[src/rtl/core_pkg.sv]
// -----------------------------------------------------------------------------
// core_pkg
// Shared types for the instruction/LSU memory port arbiter.
//   arb_state_t : arbiter transaction phase (idle / request pending / response pending)
//   arb_owner_t : which requester a transaction belongs to
//   FETCH_BE    : byte enables driven for instruction fetches
// -----------------------------------------------------------------------------
package core_pkg;

    typedef enum logic [1:0] {
        ARB_IDLE = 2'd0,
        ARB_REQ  = 2'd1,
        ARB_RESP = 2'd2
    } arb_state_t;

    typedef enum logic {
        REQ_INSTR = 1'b0,
        REQ_DATA  = 1'b1
    } arb_owner_t;

    localparam logic [3:0] FETCH_BE = 4'hF;

endpackage

[src/rtl/mem_arb_prio.sv]
// -----------------------------------------------------------------------------
// mem_arb_prio
// Winner selection for a new memory transaction. The LSU normally wins over
// instruction fetch. With ARB_STARVE_GUARD_EN defined, a counter tracks how
// many decisions in a row fetch lost to the LSU; once it reaches STARVE_LIMIT
// the next decision goes to fetch. Without the macro no counter exists.
// Ports:
//   clk_i, rst_n_i  clock, asynchronous active-low reset
//   instr_req_i     fetch request
//   data_req_i      LSU request
//   decide_i        an arbitration decision is being taken this cycle
//   instr_gnt_i     fetch is granted this cycle
//   winner_o        selected requester
// -----------------------------------------------------------------------------
module mem_arb_prio
    import core_pkg::*;
#(
    parameter int unsigned STARVE_LIMIT = 8
)(
    input  logic       clk_i,
    input  logic       rst_n_i,
    input  logic       instr_req_i,
    input  logic       data_req_i,
    input  logic       decide_i,
    input  logic       instr_gnt_i,
    output arb_owner_t winner_o
);

`ifdef ARB_STARVE_GUARD_EN
    localparam int unsigned     CNT_W   = $clog2(STARVE_LIMIT + 1);
    localparam logic [CNT_W-1:0] LIMIT_C = CNT_W'(STARVE_LIMIT);

    logic [CNT_W-1:0] cnt_q;
    logic [CNT_W-1:0] cnt_d;
    logic             starved_s;

    assign starved_s = (cnt_q == LIMIT_C);

    // Data priority unless fetch has been starved for the full limit.
    always_comb begin
        if (data_req_i && !(instr_req_i && starved_s)) begin
            winner_o = REQ_DATA;
        end else begin
            winner_o = REQ_INSTR;
        end
    end

    // Count fetch losses in contested decisions; any fetch grant restarts the count.
    always_comb begin
        cnt_d = cnt_q;
        if (instr_gnt_i) begin
            cnt_d = {CNT_W{1'b0}};
        end else if (decide_i && instr_req_i && data_req_i && (winner_o == REQ_DATA)) begin
            cnt_d = cnt_q + CNT_W'(1);
        end else begin
            cnt_d = cnt_q;
        end
    end

    // Starve counter register.
    always_ff @(posedge clk_i or negedge rst_n_i) begin
        if (!rst_n_i) begin
            cnt_q <= {CNT_W{1'b0}};
        end else begin
            cnt_q <= cnt_d;
        end
    end
`else
    logic unused_s;

    assign unused_s = ^{clk_i, rst_n_i, decide_i, instr_gnt_i, instr_req_i};
    assign winner_o = data_req_i ? REQ_DATA : REQ_INSTR;
`endif

endmodule

[src/rtl/mem_port_arbiter_chk.sv]
// -----------------------------------------------------------------------------
// mem_port_arbiter_chk
// Protocol checks for mem_port_arbiter.
// Ports:
//   clk_i, rst_n_i   clock, asynchronous active-low reset
//   state_i, sel_i   arbiter phase and locked requester
//   instr_req_i, data_req_i, mem_rvalid_i  observed handshake inputs
// -----------------------------------------------------------------------------
module mem_port_arbiter_chk
    import core_pkg::*;
(
    input logic       clk_i,
    input logic       rst_n_i,
    input arb_state_t state_i,
    input arb_owner_t sel_i,
    input logic       instr_req_i,
    input logic       data_req_i,
    input logic       mem_rvalid_i
);

    // A requester locked in while waiting for the memory must not retract.
    a_req_held: assert property (@(posedge clk_i) disable iff (!rst_n_i)
        (state_i == ARB_REQ) |-> ((sel_i == REQ_INSTR) ? instr_req_i : data_req_i));

    // The memory may only respond while a transaction is outstanding.
    a_rvalid_in_resp: assert property (@(posedge clk_i) disable iff (!rst_n_i)
        mem_rvalid_i |-> (state_i == ARB_RESP));

endmodule

[src/rtl/mem_port_arbiter.sv]
// -----------------------------------------------------------------------------
// mem_port_arbiter
// Shares one single-port memory (req/gnt/rvalid) between instruction fetch and
// the LSU with at most one outstanding transaction. Responses are routed to the
// requester that issued them; fetch responses made stale by flush_instr_i are
// dropped. Optional macro ARB_STARVE_GUARD_EN enables the fetch starve guard
// (see mem_arb_prio, limit STARVE_LIMIT).
// Ports:
//   clk_i, rst_n_i                      clock, asynchronous active-low reset
//   instr_req_i/addr_i, instr_gnt_o,
//   instr_rvalid_o/rdata_o              fetch port
//   data_req_i/addr_i/we_i/be_i/wdata_i,
//   data_gnt_o, data_rvalid_o/rdata_o   LSU port
//   flush_instr_i                       discard any in-flight fetch response
//   mem_req_o/addr_o/we_o/be_o/wdata_o,
//   mem_gnt_i, mem_rvalid_i/rdata_i     memory port
// -----------------------------------------------------------------------------
module mem_port_arbiter
    import core_pkg::*;
#(
    parameter int unsigned STARVE_LIMIT = 8
)(
    input  logic        clk_i,
    input  logic        rst_n_i,
    input  logic        instr_req_i,
    input  logic [31:0] instr_addr_i,
    output logic        instr_gnt_o,
    output logic        instr_rvalid_o,
    output logic [31:0] instr_rdata_o,
    input  logic        data_req_i,
    input  logic [31:0] data_addr_i,
    input  logic        data_we_i,
    input  logic [3:0]  data_be_i,
    input  logic [31:0] data_wdata_i,
    output logic        data_gnt_o,
    output logic        data_rvalid_o,
    output logic [31:0] data_rdata_o,
    input  logic        flush_instr_i,
    output logic        mem_req_o,
    output logic [31:0] mem_addr_o,
    output logic        mem_we_o,
    output logic [3:0]  mem_be_o,
    output logic [31:0] mem_wdata_o,
    input  logic        mem_gnt_i,
    input  logic        mem_rvalid_i,
    input  logic [31:0] mem_rdata_i
);

    arb_state_t state_q, state_d;
    arb_owner_t owner_q, owner_d;
    arb_owner_t sel_q, sel_d;
    arb_owner_t win_s;
    arb_owner_t cur_s;
    logic       drop_q, drop_d;
    logic       any_req_s;
    logic       decide_s;
    logic       mem_req_s;
    logic       rsp_s;

    assign any_req_s = instr_req_i | data_req_i;
    assign decide_s  = rst_n_i & (state_q == ARB_IDLE) & any_req_s;

    mem_arb_prio #(
        .STARVE_LIMIT (STARVE_LIMIT)
    ) u_prio (
        .clk_i       (clk_i),
        .rst_n_i     (rst_n_i),
        .instr_req_i (instr_req_i),
        .data_req_i  (data_req_i),
        .decide_i    (decide_s),
        .instr_gnt_i (instr_gnt_o),
        .winner_o    (win_s)
    );

    // Next-state logic: arbitrate in IDLE, hold the locked choice in REQ, await the response in RESP.
    always_comb begin
        state_d   = state_q;
        owner_d   = owner_q;
        sel_d     = sel_q;
        cur_s     = sel_q;
        mem_req_s = 1'b0;
        rsp_s     = 1'b0;
        case (state_q)
            ARB_IDLE: begin
                cur_s = win_s;
                if (any_req_s) begin
                    mem_req_s = 1'b1;
                    if (mem_gnt_i) begin
                        owner_d = win_s;
                        state_d = ARB_RESP;
                    end else begin
                        sel_d   = win_s;
                        state_d = ARB_REQ;
                    end
                end else begin
                    state_d = ARB_IDLE;
                end
            end
            ARB_REQ: begin
                mem_req_s = 1'b1;
                if (mem_gnt_i) begin
                    owner_d = sel_q;
                    state_d = ARB_RESP;
                end else begin
                    state_d = ARB_REQ;
                end
            end
            ARB_RESP: begin
                if (mem_rvalid_i) begin
                    rsp_s   = 1'b1;
                    state_d = ARB_IDLE;
                end else begin
                    state_d = ARB_RESP;
                end
            end
            default: begin
                state_d = ARB_IDLE;
            end
        endcase
    end

    // Outputs are forced low while reset is asserted, independent of the clock.
    assign mem_req_o   = rst_n_i & mem_req_s;
    assign instr_gnt_o = mem_req_o & mem_gnt_i & (cur_s == REQ_INSTR);
    assign data_gnt_o  = mem_req_o & mem_gnt_i & (cur_s == REQ_DATA);

    // A flush arriving together with the response also kills it.
    assign instr_rvalid_o = rst_n_i & rsp_s & (owner_q == REQ_INSTR) & ~drop_q & ~flush_instr_i;
    assign data_rvalid_o  = rst_n_i & rsp_s & (owner_q == REQ_DATA);
    assign instr_rdata_o  = mem_rdata_i;
    assign data_rdata_o   = mem_rdata_i;

    // Memory request fields from the current requester; fetches are full-word reads.
    always_comb begin
        mem_addr_o  = 32'h0000_0000;
        mem_we_o    = 1'b0;
        mem_be_o    = 4'h0;
        mem_wdata_o = 32'h0000_0000;
        if (mem_req_o) begin
            if (cur_s == REQ_DATA) begin
                mem_addr_o  = data_addr_i;
                mem_we_o    = data_we_i;
                mem_be_o    = data_be_i;
                mem_wdata_o = data_wdata_i;
            end else begin
                mem_addr_o  = instr_addr_i;
                mem_we_o    = 1'b0;
                mem_be_o    = FETCH_BE;
                mem_wdata_o = 32'h0000_0000;
            end
        end else begin
            mem_addr_o  = 32'h0000_0000;
        end
    end

    // Drop tracking: mark an in-flight or just-granted fetch stale, clear when its response is consumed.
    always_comb begin
        drop_d = drop_q;
        if (rsp_s) begin
            drop_d = 1'b0;
        end else if (flush_instr_i &&
                     (((state_q == ARB_RESP) && (owner_q == REQ_INSTR)) ||
                      ((state_q == ARB_REQ)  && (sel_q   == REQ_INSTR)) ||
                      instr_gnt_o)) begin
            drop_d = 1'b1;
        end else begin
            drop_d = drop_q;
        end
    end

    // State, ownership and drop registers.
    always_ff @(posedge clk_i or negedge rst_n_i) begin
        if (!rst_n_i) begin
            state_q <= ARB_IDLE;
            owner_q <= REQ_INSTR;
            sel_q   <= REQ_INSTR;
            drop_q  <= 1'b0;
        end else begin
            state_q <= state_d;
            owner_q <= owner_d;
            sel_q   <= sel_d;
            drop_q  <= drop_d;
        end
    end

    mem_port_arbiter_chk u_chk (
        .clk_i        (clk_i),
        .rst_n_i      (rst_n_i),
        .state_i      (state_q),
        .sel_i        (sel_q),
        .instr_req_i  (instr_req_i),
        .data_req_i   (data_req_i),
        .mem_rvalid_i (mem_rvalid_i)
    );

endmodule

[config.mk]
export PLATFORM = sky130hd
export DESIGN_NAME = mem_port_arbiter
export DESIGN_NICKNAME = d
export VERILOG_FILES = /design/src/rtl/core_pkg.sv /design/src/rtl/mem_arb_prio.sv /design/src/rtl/mem_port_arbiter_chk.sv /design/src/rtl/mem_port_arbiter.sv
export SDC_FILE = /design/constraint.sdc
export NUM_CORES = 1
export LEC_CHECK = 0
export CAP_MARGIN = 5
export CORE_AREA = 5 5 103 105
export DETAILED_ROUTE_END_ITERATION = 10
export DIE_AREA = 0 0 108 110
export PLACE_DENSITY = 0.7
export SKIP_CTS_REPAIR_TIMING = 1
export SLEW_MARGIN = 0
export SYNTH_ARGS = -nofsm -noshare
export SYNTH_HDL_FRONTEND = slang
export SYNTH_SLANG_ARGS = --single-unit
[constraint.sdc]
create_clock -name clk_i -period 1.6 [get_ports clk_i]
set_input_delay 0.32 -clock clk_i [delete_from_list [all_inputs] [get_ports clk_i]]
set_output_delay 0.32 -clock clk_i [all_outputs]
set_load 0.05 [all_outputs]
-- After elaboration in Yosys (flattened, before gate mapping)
Index checks and enable logic that the tools add are counted.
- flip-flop bits (word level): 5
- output and inout bits: 138
- bitwise gates (word level): 16
- reduce and logical (&&, ||, !) cells: 10
- multiplexer cells: 24
- equality and inequality tests: 5
- operators by type and width (operator ; number):
    $mux 32 ; 4
    $mux 1 ; 12
    $and 1x1->1 ; 9
    $mux 4 ; 2
    $mux 2 ; 3
    $ne 2x2->1 const B ; 3
    $not 1->1 ; 6
    $pmux 2 s3 ; 1
    $pmux 1 s2 ; 2
    $reduce_and 4->1 ; 1
    $reduce_bool 2->1 ; 2
    $logic_and 1x1->1 ; 3
    $reduce_and 3->1 ; 1
    $eq 2x1->1 const B ; 1
    $eq 2x2->1 const B ; 1
    $logic_not 2->1 ; 1
    $logic_or 1x1->1 ; 2
    $or 1x1->1 ; 1

-- Logic depth before layout (Yosys ltp)
Gate-level depths: netlist of run 1.
- word-level depth: 10
- depth in mapped cells: 6
- gate-level depth less buffers: 4

-- By module
From an unflattened synthesis of run 1, not the netlist that was laid out.
- cells, all modules: 254
- area total of the unflattened synthesis: 1587.8 µm²
- modules (own cells, without submodules) (module ; seq. area each (µm²) ; area each (µm²) ; cells an instance ; times used):
    mem_port_arbiter ; 125.1 ; 1580.3 ; 253 ; 1
    mem_arb_prio ; 0.0 ; 7.5 ; 1 ; 1

-- Worst setup path after synthesis of run 1
No wires, ideal clock.
- path type: register -> output
- start: reg state_q[0]
- end: out instr_rvalid_o
- cell stages (with the launch flop): 4
- path slack: -0.937 ns
- arrival time: 2.217 ns
- path through: dfrtp_1 and2b_2 nand3_1 nor4_1
- cells in the longest elaborated chain, start to end: 6
- RTL lines (element ; line ; source):
    from (decl) ; mem_port_arbiter.sv:49 ; arb_state_t state_q, state_d;
    from (signal assigned) ; mem_port_arbiter.sv:179 ; state_q <= state_d;
    $eq 2x2->1 ; mem_port_arbiter.sv:83 ; case (state_q)
    $mux 1 ; mem_port_arbiter.sv:83 ;
    $and 1x1->1 (4 in series) ; mem_port_arbiter.sv:128 ; assign instr_rvalid_o = rst_n_i & rsp_s & (owner_q == REQ_INSTR) & ~drop_q & ~flush_instr_i;
    to (decl) ; mem_port_arbiter.sv:28 ; output logic instr_rvalid_o,
Every way passes these cells.

-- Worst setup path in the final report of run 1
- start: reg state_q[1]
- end: out mem_addr_o[19]
- cells in the longest elaborated chain, start to end: 4
- elaborated cells on any way between the ends: 7
- classes of those cells: eq/ne: 1; mux: 4; bitwise: 1; reduce/logical: 1
- RTL lines (element ; line ; source):
    $eq 2x1->1 or $logic_not 2->1 (tied branches) ; mem_port_arbiter.sv:83 ;
    $pmux 1 s2 or $mux 1 (tied branches) ; mem_port_arbiter.sv:83 ;
    $and 1x1->1 or $mux 32 (tied branches) ; mem_port_arbiter.sv:123, mem_port_arbiter.sv:140 ;
    $mux 32 * ; mem_port_arbiter.sv:139 ; if (mem_req_o) begin
    to (decl) ; mem_port_arbiter.sv:40 ; output logic [31:0] mem_addr_o,
Mark *: on every way between the ends. The rest lies on a longest branch, timed or not.

==> results of run 1 <==
where the power goes:
group          internal, mW  total (mW)  switching, mW  leakage, nW
clock                 0.172       0.242         0.0699       0.0228
sequential            0.161       0.225         0.0635       0.0606
combinational          1.58        3.27           1.70         1.78
total                  1.91        3.74           1.83         1.87
cell type report:
class                      count  area share
multi-input combinational    166       0.315
clock buffer                   4     0.00934
inverter                       3     0.00285
timing repair buffer         207       0.612
tap                          133      0.0345
sequential                     5      0.0262
worst reg2reg max path: stages (launching register included):
cell	delay, ps
dfrtp_2	440
buf_6	140
or3_4	430
buf_6	150
nand3_4	80
nor2_4	50
o31a_1	240
worst max path at each step:
stage          startpoint        endpoint  slack [ps]  cells after the start
6_report       state_q[1]  mem_addr_o[19]        -560                      7
4_1_cts        data_req_i  mem_addr_o[20]        -660                      5
3_5_place_dp   data_req_i  mem_addr_o[20]        -670                      5
5_1_grt        state_q[1]  mem_addr_o[25]        -610                      7
3_3_place_gp   data_req_i  mem_addr_o[23]        -600                      5
2_1_floorplan  state_q[1]  mem_addr_o[26]        -290                      6
through the flow:
stage | worst slack [ps] | util | hold WS (ps)
2_1_floorplan | -295 | - | 24.4
3_3_place_gp | -596 | 0.457 | 568
3_5_place_dp | -668 | 0.457 | 598
4_1_cts | -661 | 0.462 | 391
5_1_grt | -614 | 0.505 | 88.3
6_report | -559 | 0.505 | 72.5
layer usage:
metal	track usage	wire length (um)	vias to the layer above
met5	0	0	-
met4	0.0379	150	0
met3	0.0303	538	26
met2	0.230	5290	67
met1	0.140	3320	967
li1	-	-	1000
sequential cells by signal (all words and copies together) (netlist names):
| name | flops |
|---|---|
| state_q | 2 |
| drop_q | 1 |
| owner_q | 1 |
| sel_q | 1 |
Yosys cell counts:
library cell,instances
buf_4,67
nand2_1,65
and2_1,33
a21oi_2,25
nor2_1,12
a21oi_1,8
buf_6,6
dfrtp_1,5
clkbuf_2,3
inv_1,3
nand2_2,2
o22ai_1,2
a22o_1,1
and2b_1,1
and2b_2,1
buf_2,1
mux2_4,1
mux2i_1,1
mux2i_4,1
nand3_1,1
nand3_2,1
nor2_4,1
nor2b_1,1
nor3_1,1
nor3b_1,1
nor4_1,1
o21ai_0,1
o31a_1,1
o31ai_1,1
or2b_1,1
or3_4,1
kinds of logic after synthesis:
logic type	share of synthesized area
mux	0.0285
buf+inv	0.360
flops	0.0749
compound gates	0.181
simple gates	0.356
==> summary.md, run 1 <==
| Metric | Value |
|---|---|
| Die Ht | 110 um |
| Cell mode on critical path | buf_12 |
| H-tree levels | 1 |
| Final setup violation count | 75 |
| Crit path capture type | output port |
| Crit path kind | register to output port |
| Core ar. | 9550 sq um |
| Drt wl/cell | 18.0 um |
| Layout cells sized above 1 | 0.558 |
| Buf/Inv on CP | 3 |
| Drt drc | 0 |
| Die X | 108 um |
| Post-layout minimum cycle time | 2160 ps |
| Number of distinct library cells after synthesis | 31 |
| Placed Instances | 502 |
| Drt pass-1 iters | 4 |
| CTS Sinks | 5 |
| Detail Placement HPWL | 6850 um |
| Maximum clock rate | 463 MHz |
| Final Power | 3.74 mW |
| Via density | 3.98 |
| RSZ-0062 raised after global routing | yes |
| Clock Latency Late Sink | 230 ps |
| Peak supply drop | 0.672 mV |
| Delay-heaviest family, CP | buffers and inverters |
| Critical path startpoint category | register |
| PnR worst setup slack | -559 ps |
| Clock tree buffer depth | 2 |
| Slew @ Worst Pin | 375 ps |
| Mapped Cells | 250 |
| Yosys Warn Count | 0 |
| Power density of the placed cells | 775 nW/um^2 |
| Leakage | 1.87 nW |
| Register Area | 126 sq um |
| Clock tree root buffer cell | clkbuf_8 |
| Worst Clk Skew | 2.71 ps |
| Mapped Area | 1670 sq um |
| Final Hold Fails | 0 |
| Routability cong. | 0.767 |
| Clock transition at path regs | 40 ps |
| Total grt overflow | 0 |
| Largest area contributor in the netlist | buf_4 |
| Critical-path top delay cell | dfrtp_1 |
| Req. time, crit path | 1280 ps |
| Reg2reg end | drop_q |
| Hold Path Class | input port to asynchronous set/reset pin |
| Diodes inserted | 0 |
| CTS tree | done |
| Largest net degree at the start of global routing | 34 |
| Final WL | 9300 um |
| Initial antenna violation count | 0 |
| Reg2reg start | state_q[0] |
| Reg2Reg Depth | 6 |
| Total of max-cap violations | 0 |
| Vias in the first global route | 2,120 |
| ANT nets after route | 0 |
| Post-Layout Inst Area | 4820 sq um |
| Via count | 2,060 |
| Fin crit share | 1.35 |
| Rows | 36 |
| Setup TNS | -36,780 ps |
| Die ar. | 11,900 sq um |
| Initial DRC Count | 63 |
| Mapped Nets | 390 |
| Global-route usage over all layers | 0.124 |
| Area grow syn2layout | 189% |
| Status | finished with violations |
| Fillers | 849 |
| Crit Path Max Fanout | 7 |
| Max Slew Vio Count | 0 |
| Sequential area share after synthesis | 0.0749 |
| Flop and latch count out of synthesis | 5 |
| Mean area per synthesized cell | 6.68 sq um |
| Slew headroom | 0.750 |
| Worst path cell trace | nor2_4, mux2i_4, buf_12, clkbuf_16, nand2_2, a21oi_4, buf_12 |
| Most frequent cells in the layout | clkdlybuf4s50_1, buf_12, nand2_1 |
| Layout net count | 526 |
| Fin cells | 518 |
| Slowest stage delay, CP | 410 ps |
| DP Area | 4370 sq um |
| Failing checks | negative setup slack |
| Area of the multi-input gates | 1520 sq um |
| TritonCTS Buffers | 3 |
| Commonest non-fill, non-tap cell in the layout | clkdlybuf4s50_1 |
| IO Pins | 278 |
| Crit path DAT | 1840 ps |
| First-pass GRT wire length | 11,600 um |
| Port buffer count | 181 |
| Top post-synthesis cells by area | buf_4, nand2_1, a21oi_2 |
| FF-to-FF setup slack | -50 ps |
| Synth top area share | 0.301 |
| Initial core utilization | 0.175 |
Note: power is estimated with default switching activity, not from simulation.
==> run 2: changes to the inputs <==
--- a/config.mk
+++ b/config.mk
@@ -9,9 +9,10 @@
 export CORE_AREA = 5 5 103 105
 export DETAILED_ROUTE_END_ITERATION = 10
 export DIE_AREA = 0 0 108 110
+export GPL_TIMING_DRIVEN = 0
 export PLACE_DENSITY = 0.7
 export SKIP_CTS_REPAIR_TIMING = 1
-export SLEW_MARGIN = 0
+export SKIP_LAST_GASP = 1
 export SYNTH_ARGS = -nofsm -noshare
 export SYNTH_HDL_FRONTEND = slang
 export SYNTH_SLANG_ARGS = --single-unit
==> summary.md, run 2 (synthesis gave the netlist of run 1 again) <==
| Metric | Value |
|---|---|
| Status | finished with violations |
| Failing checks | negative hold slack, negative setup slack |
| Switch share | 0.539 (+0.0500) |
| Clock transition at path regs | 40 ps (about the same) |
| Final Hold Fails | 5 (+5) |
| Crit path DAT | 1840 ps (about the same) |
| Clock tree root buffer cell | clkbuf_8 |
| Peak supply drop | 0.477 mV (-29%) |
| Layout cells sized above 1 | 0.525 (-0.0333) |
| Max Slew Vio Count | 0 (unchanged) |
| Layout net count | 659 (+25%) |
| FF-to-FF setup slack | 80 ps (+130 ps) |
| Die X | 108 um (unchanged) |
| Critical path startpoint category | register |
| Clock tree buffer depth | 2 (unchanged) |
| Crit path kind | register to output port |
| Port buffer count | 245 (+35%) |
| Initial antenna violation count | 0 (unchanged) |
| Rows | 36 (unchanged) |
| Final WL | 9640 um (+3.6%) |
| Via density | 3.87 (-2.6%) |
| Initial core utilization | 0.175 (unchanged) |
| TritonCTS Buffers | 3 (unchanged) |
| Detail Placement HPWL | 8070 um (+18%) |
| Final setup violation count | 74 (-1.3%) |
| Reg2reg start | state_q[0] |
| Initial DRC Count | 54 (-14%) |
| Diodes inserted | 0 (unchanged) |
| Largest net degree at the start of global routing | 11 (-68%) |
| Power density of the placed cells | 731 nW/um^2 (-5.8%) |
| Crit path capture type | output port |
| Psw | 1.98 mW (+8.5%) |
| Area grow syn2layout | 202% |
| Core ar. | 9550 sq um (unchanged) |
| Post-Layout Inst Area | 5040 sq um (+4.4%) |
| Fillers | 894 (+5.3%) |
| Most flops, register | state_q |
| Routability cong. | 0.783 (+2.2%) |
| Die ar. | 11,900 sq um (unchanged) |
| Most frequent cells in the layout | clkdlybuf4s50_1, buf_4, nand2_1 |
| Fin crit share | 1.35 (+0.00138) |
| Slew @ Worst Pin | 505 ps (+130 ps) |
| Internal power | 1.70 mW (-11%) |
| Vias in the first global route | 2,437 (+15%) |
| IO Pins | 278 (unchanged) |
| Sequential power share | 0.058 (-0.002) |
| Drt drc | 0 (unchanged) |
| Drt pass-1 iters | 4 (unchanged) |
| Commonest non-fill, non-tap cell in the layout | clkdlybuf4s50_1 |
| Hold Path Class | input port to asynchronous set/reset pin |
| First-pass GRT wire length | 13,000 um (+12%) |
| Clock Power Share | 0.067 (+0.002) |
| Reg2Reg Depth | 5 (-1) |
| Combinational Power Share | 0.875 (about the same) |
| WHS | -4.63 ps (-77.1 ps) |
| CTS tree | done |
| Leakage | 2.16 nW (+16%) |
| CTS Sinks | 5 (unchanged) |
| Die Ht | 110 um (unchanged) |
| Post-layout minimum cycle time | 2160 ps (+2.21 ps) |
| Reg2reg end | drop_q |
| Total grt overflow | 0 (unchanged) |
| PnR worst setup slack | -562 ps (-2.21 ps) |
| H-tree levels | 1 (unchanged) |
| Total of max-cap violations | 0 (unchanged) |
| Worst Clk Skew | 3.02 ps (+0.310 ps) |
| Maximum clock rate | 463 MHz (-0.10%) |
| Global-route usage over all layers | 0.136 (+0.0116) |
| ANT nets after route | 0 (unchanged) |
| Drt wl/cell | 14.8 um (-18%) |
| Clock Latency Late Sink | 230 ps (about the same) |
| Largest register FFs | 2 (unchanged) |
| Crit Path Max Fanout | 10 (+3) |
| RSZ-0062 raised after global routing | yes |
| DP Area | 4680 sq um (+7.3%) |
| Via count | 2,522 (+22%) |
| Slew headroom | 0.662 (-0.0875) |
| Req. time, crit path | 1280 ps (about the same) |
==> run 2: cell types whose count changed in the layout (fill, tap and decap cells not counted), sizes merged <==
cell           change
mux2               -1
clkdlybuf4s50     +63
clkbuf            +30
buf               +40
dlymetal6s2s       +1
==> run 2: worst max-delay path by stage <==
stage	startpoint	slack, ps	to	cells past startpoint
2_1_floorplan	state_q[1]	-290	mem_addr_o[26]	6
3_3_place_gp	rst_n_i	-1560	mem_wdata_o[19]	6
3_5_place_dp	rst_n_i	-1600	mem_wdata_o[20]	6
4_1_cts	rst_n_i	-1610	mem_wdata_o[20]	6
5_1_grt	state_q[1]	-630	mem_addr_o[21]	8
6_report	state_q[1]	-560	mem_addr_o[20]	8
==> run 2: per-layer routing <==
metal,GRT usage,routed length (um),up-vias
li1,-,-,1262
met1,0.157,3360,1141
met2,0.262,5510,111
met3,0.0297,682,8
met4,0.0162,78,0
met5,0,0,-
==> run 2: worst max-delay path, stage by stage, from the launching register on <==
cell	delay (ps)
dfrtp_1	360
buf_6	140
nor2_4	130
mux2i_4	270
buf_12	150
buf_8	140
nand2_1	100
a21oi_4	160
buf_8	160
==> run 2: cell type report <==
class                           count  area (sq um)  area share
Inverter                            3          13.8     0.00273
Tap cell                          133           166      0.0330
Timing Repair Buffer              264          2670       0.529
Multi-Input combinational cell    165          1380       0.274
Buffer                             77           638       0.127
Sequential cell                     5           126      0.0251
Clock buffer                        4          45.0     0.00894
==> run 2: power groups by stage <==
stage	Clock, mW	Sequential [mW]	Combinational (mW)
floorplan	0	0.202	2.02
global placement	0	0.208	2.92
detailed placement	0	0.210	2.94
CTS	0.254	0.208	2.95
global route	0.265	0.217	3.38
finish	0.246	0.212	3.22
==> run 2: through the flow <==
step	TNS, ps	cells	total power [mW]	util	setup WS (ps)
after floorplan	-15870	250	2.22	-	-295
after global placement	-107920	628	3.12	0.491	-1560
after detailed placement	-109960	628	3.15	0.491	-1600
after CTS	-110030	632	3.41	0.495	-1610
after global routing	-40860	651	3.87	0.528	-630
final	-34680	651	3.68	0.528	-562
==> run 3: changes to the inputs <==
--- a/config.mk
+++ b/config.mk
@@ -6,11 +6,10 @@
 export NUM_CORES = 1
 export LEC_CHECK = 0
 export CAP_MARGIN = 5
-export CORE_AREA = 5 5 103 105
+export CORE_AREA = 2 2 108 110
 export DETAILED_ROUTE_END_ITERATION = 10
-export DIE_AREA = 0 0 108 110
+export DIE_AREA = 0 0 110 112
 export GPL_TIMING_DRIVEN = 0
-export PLACE_DENSITY = 0.7
 export SKIP_CTS_REPAIR_TIMING = 1
 export SKIP_LAST_GASP = 1
 export SYNTH_ARGS = -nofsm -noshare
==> constraint.sdc (replaced) <==
create_clock -name clk_i -period 2.4 [get_ports clk_i]
set_input_delay 0.48 -clock clk_i [delete_from_list [all_inputs] [get_ports clk_i]]
set_output_delay 0.48 -clock clk_i [all_outputs]
set_load 0.05 [all_outputs]
==> summary.md, run 3 (synthesis gave the netlist of run 1 again) <==
| Metric | Value |
|---|---|
| Clock tree root buffer cell | clkbuf_16 |
| First-pass GRT wire length | 11,800 um (-9.2%) |
| Clock tree buffer depth | 2 (unchanged) |
| FF-to-FF setup slack | 940 ps (+860 ps) |
| Most flops, register | state_q |
| Crit Path Max Fanout | 10 (unchanged) |
| Drt wl/cell | 13.2 um (-11%) |
| Psw | 1.21 mW (-39%) |
| Sequential power share | 0.059 (about the same) |
| Fin crit share | 1.00 |
| Port buffer count | 245 (unchanged) |
| Crit path kind | register to output port |
| Routability cong. | 0.746 (-4.7%) |
| Final setup violation count | 4 (-95%) |
| Max Slew Vio Count | 0 (unchanged) |
| Initial DRC Count | 63 (+17%) |
| Layout cells sized above 1 | 0.414 (-0.111) |
| Via count | 2,400 (-4.8%) |
| CTS tree | done |
| Final WL | 8560 um (-11%) |
| Most frequent cells in the layout | clkdlybuf4s50_1, buf_4, nand2_1 |
| Crit path DAT | 1930 ps (+90 ps) |
| Layout net count | 648 (-1.7%) |
| Leakage | 2.09 nW (-3.1%) |
| Die Ht | 112 um (+1.8%) |
| Hold Path Class | input port to asynchronous set/reset pin |
| Commonest non-fill, non-tap cell in the layout | clkdlybuf4s50_1 |
| Die X | 110 um (+1.9%) |
| Total grt overflow | 0 (unchanged) |
| Area grow syn2layout | 164% |
| Switch share | 0.526 (-0.0133) |
| Power density of the placed cells | 523 nW/um^2 (-28%) |
| Diodes inserted | 0 (unchanged) |
| Final Hold Fails | 0 (-5) |
| Req. time, crit path | 1920 ps (+640 ps) |
| Rows | 39 (+8.3%) |
| Post-Route Utilization | 0.395 (-0.132) |
| Combinational Power Share | 0.820 (-0.055) |
| ANT nets after route | 0 (unchanged) |
| Detail Placement HPWL | 7100 um (-12%) |
| Initial antenna violation count | 0 (unchanged) |
| Clock Latency Late Sink | 230 ps (about the same) |
| Slew @ Worst Pin | 534 ps (+29.0 ps) |
| CTS Sinks | 5 (unchanged) |
| Maximum clock rate | 415 MHz |
| Failing checks | negative setup slack |
| Peak supply drop | 0.431 mV (-9.6%) |
| Drt pass-1 iters | 4 (unchanged) |
| Worst Clk Skew | 1.84 ps (-1.18 ps) |
| Critical path startpoint category | register |
| Total of max-cap violations | 0 (unchanged) |
| Die ar. | 12,300 sq um (+3.7%) |
| Setup TNS | -13.1 ps (+34,660 ps) |
| PnR worst setup slack | -9.01 ps (+553 ps) |
| Largest register FFs | 2 (unchanged) |
| IO Pins | 278 (unchanged) |
| RSZ-0062 raised after global routing | yes |
| Status | finished with violations |
| Via density | 3.69 (-4.7%) |
| Initial core utilization | 0.149 (-0.0254) |
| Largest net degree at the start of global routing | 11 (unchanged) |
| Crit path capture type | output port |
| Global-route usage over all layers | 0.121 (-0.0152) |
| WHS | 78.2 ps (+82.9 ps) |
| Clock Power Share | 0.121 (+0.054) |
| Post-layout minimum cycle time | 2410 ps |
| Slew headroom | 0.643 (-0.0189) |
| TritonCTS Buffers | 3 (unchanged) |
| Drt drc | 0 (unchanged) |
| Internal power | 1.09 mW (-35%) |
| Clock transition at path regs | 30 ps (about the same) |
| Core ar. | 11,200 sq um (+17%) |
| Vias in the first global route | 2,348 (-3.7%) |
| H-tree levels | 1 (unchanged) |
==> run 3: metrics by stage <==
stage                     cells  power (mW)  worst slack, ps  area [sq um]
after global placement      638        1.89            -1020          4310
after detailed placement    638        1.90            -1040          4310
after global routing        650        2.43             -108          4410
after floorplan             250        1.28             45.3          1680
final                       650        2.31            -9.01          4410
after CTS                   642        2.19            -1050          4390
==> run 3: worst max-delay path: stages (launching register included) <==
cell and delay [ps]:
dfrtp_1 360, buf_6 120, buf_4 150, nor2b_4 200
and2b_2 240, clkbuf_2 200, and2_1 140, clkbuf_2 270
==> run 3: routing by layer <==
layer,vias up,share of wire,wire length (um),GRT usage
li1,1240,-,-,-
met4,0,0.0019,16,0.0101
met2,102,0.54,4660,0.231
met1,1055,0.38,3230,0.144
met5,-,0,0,0
met3,3,0.076,647,0.0181
==> run 3: worst paths after layout <==
kind,startpoint,end,depth (start not counted)
max,state_q[1],mem_wdata_o[29],7
min,rst_n_i,owner_q,1
max reg2reg,state_q[0],drop_q,4
min reg2reg,drop_q,drop_q,1
max in group asynchronous,rst_n_i,state_q[0],1
min in group clk_i,drop_q,drop_q,1
==> run 3: power groups by stage <==
stage	combinational [mW]	sequential, mW	clock [mW]
2_1_floorplan	1.15	0.130	0
3_3_place_gp	1.76	0.134	0
3_5_place_dp	1.76	0.135	0
4_1_cts	1.77	0.134	0.284
5_1_grt	2.00	0.141	0.290
6_report	1.89	0.136	0.279
==> run 3: final cells by class <==
type	instances	area, sq um
Buffer	77	607
Clock buffer	4	78.8
Fill cell	1174	6760
Inverter	3	11.3
Multi-Input combinational cell	165	1070
Sequential cell	5	126
Tap cell	143	179
Timing Repair Buffer	253	2340
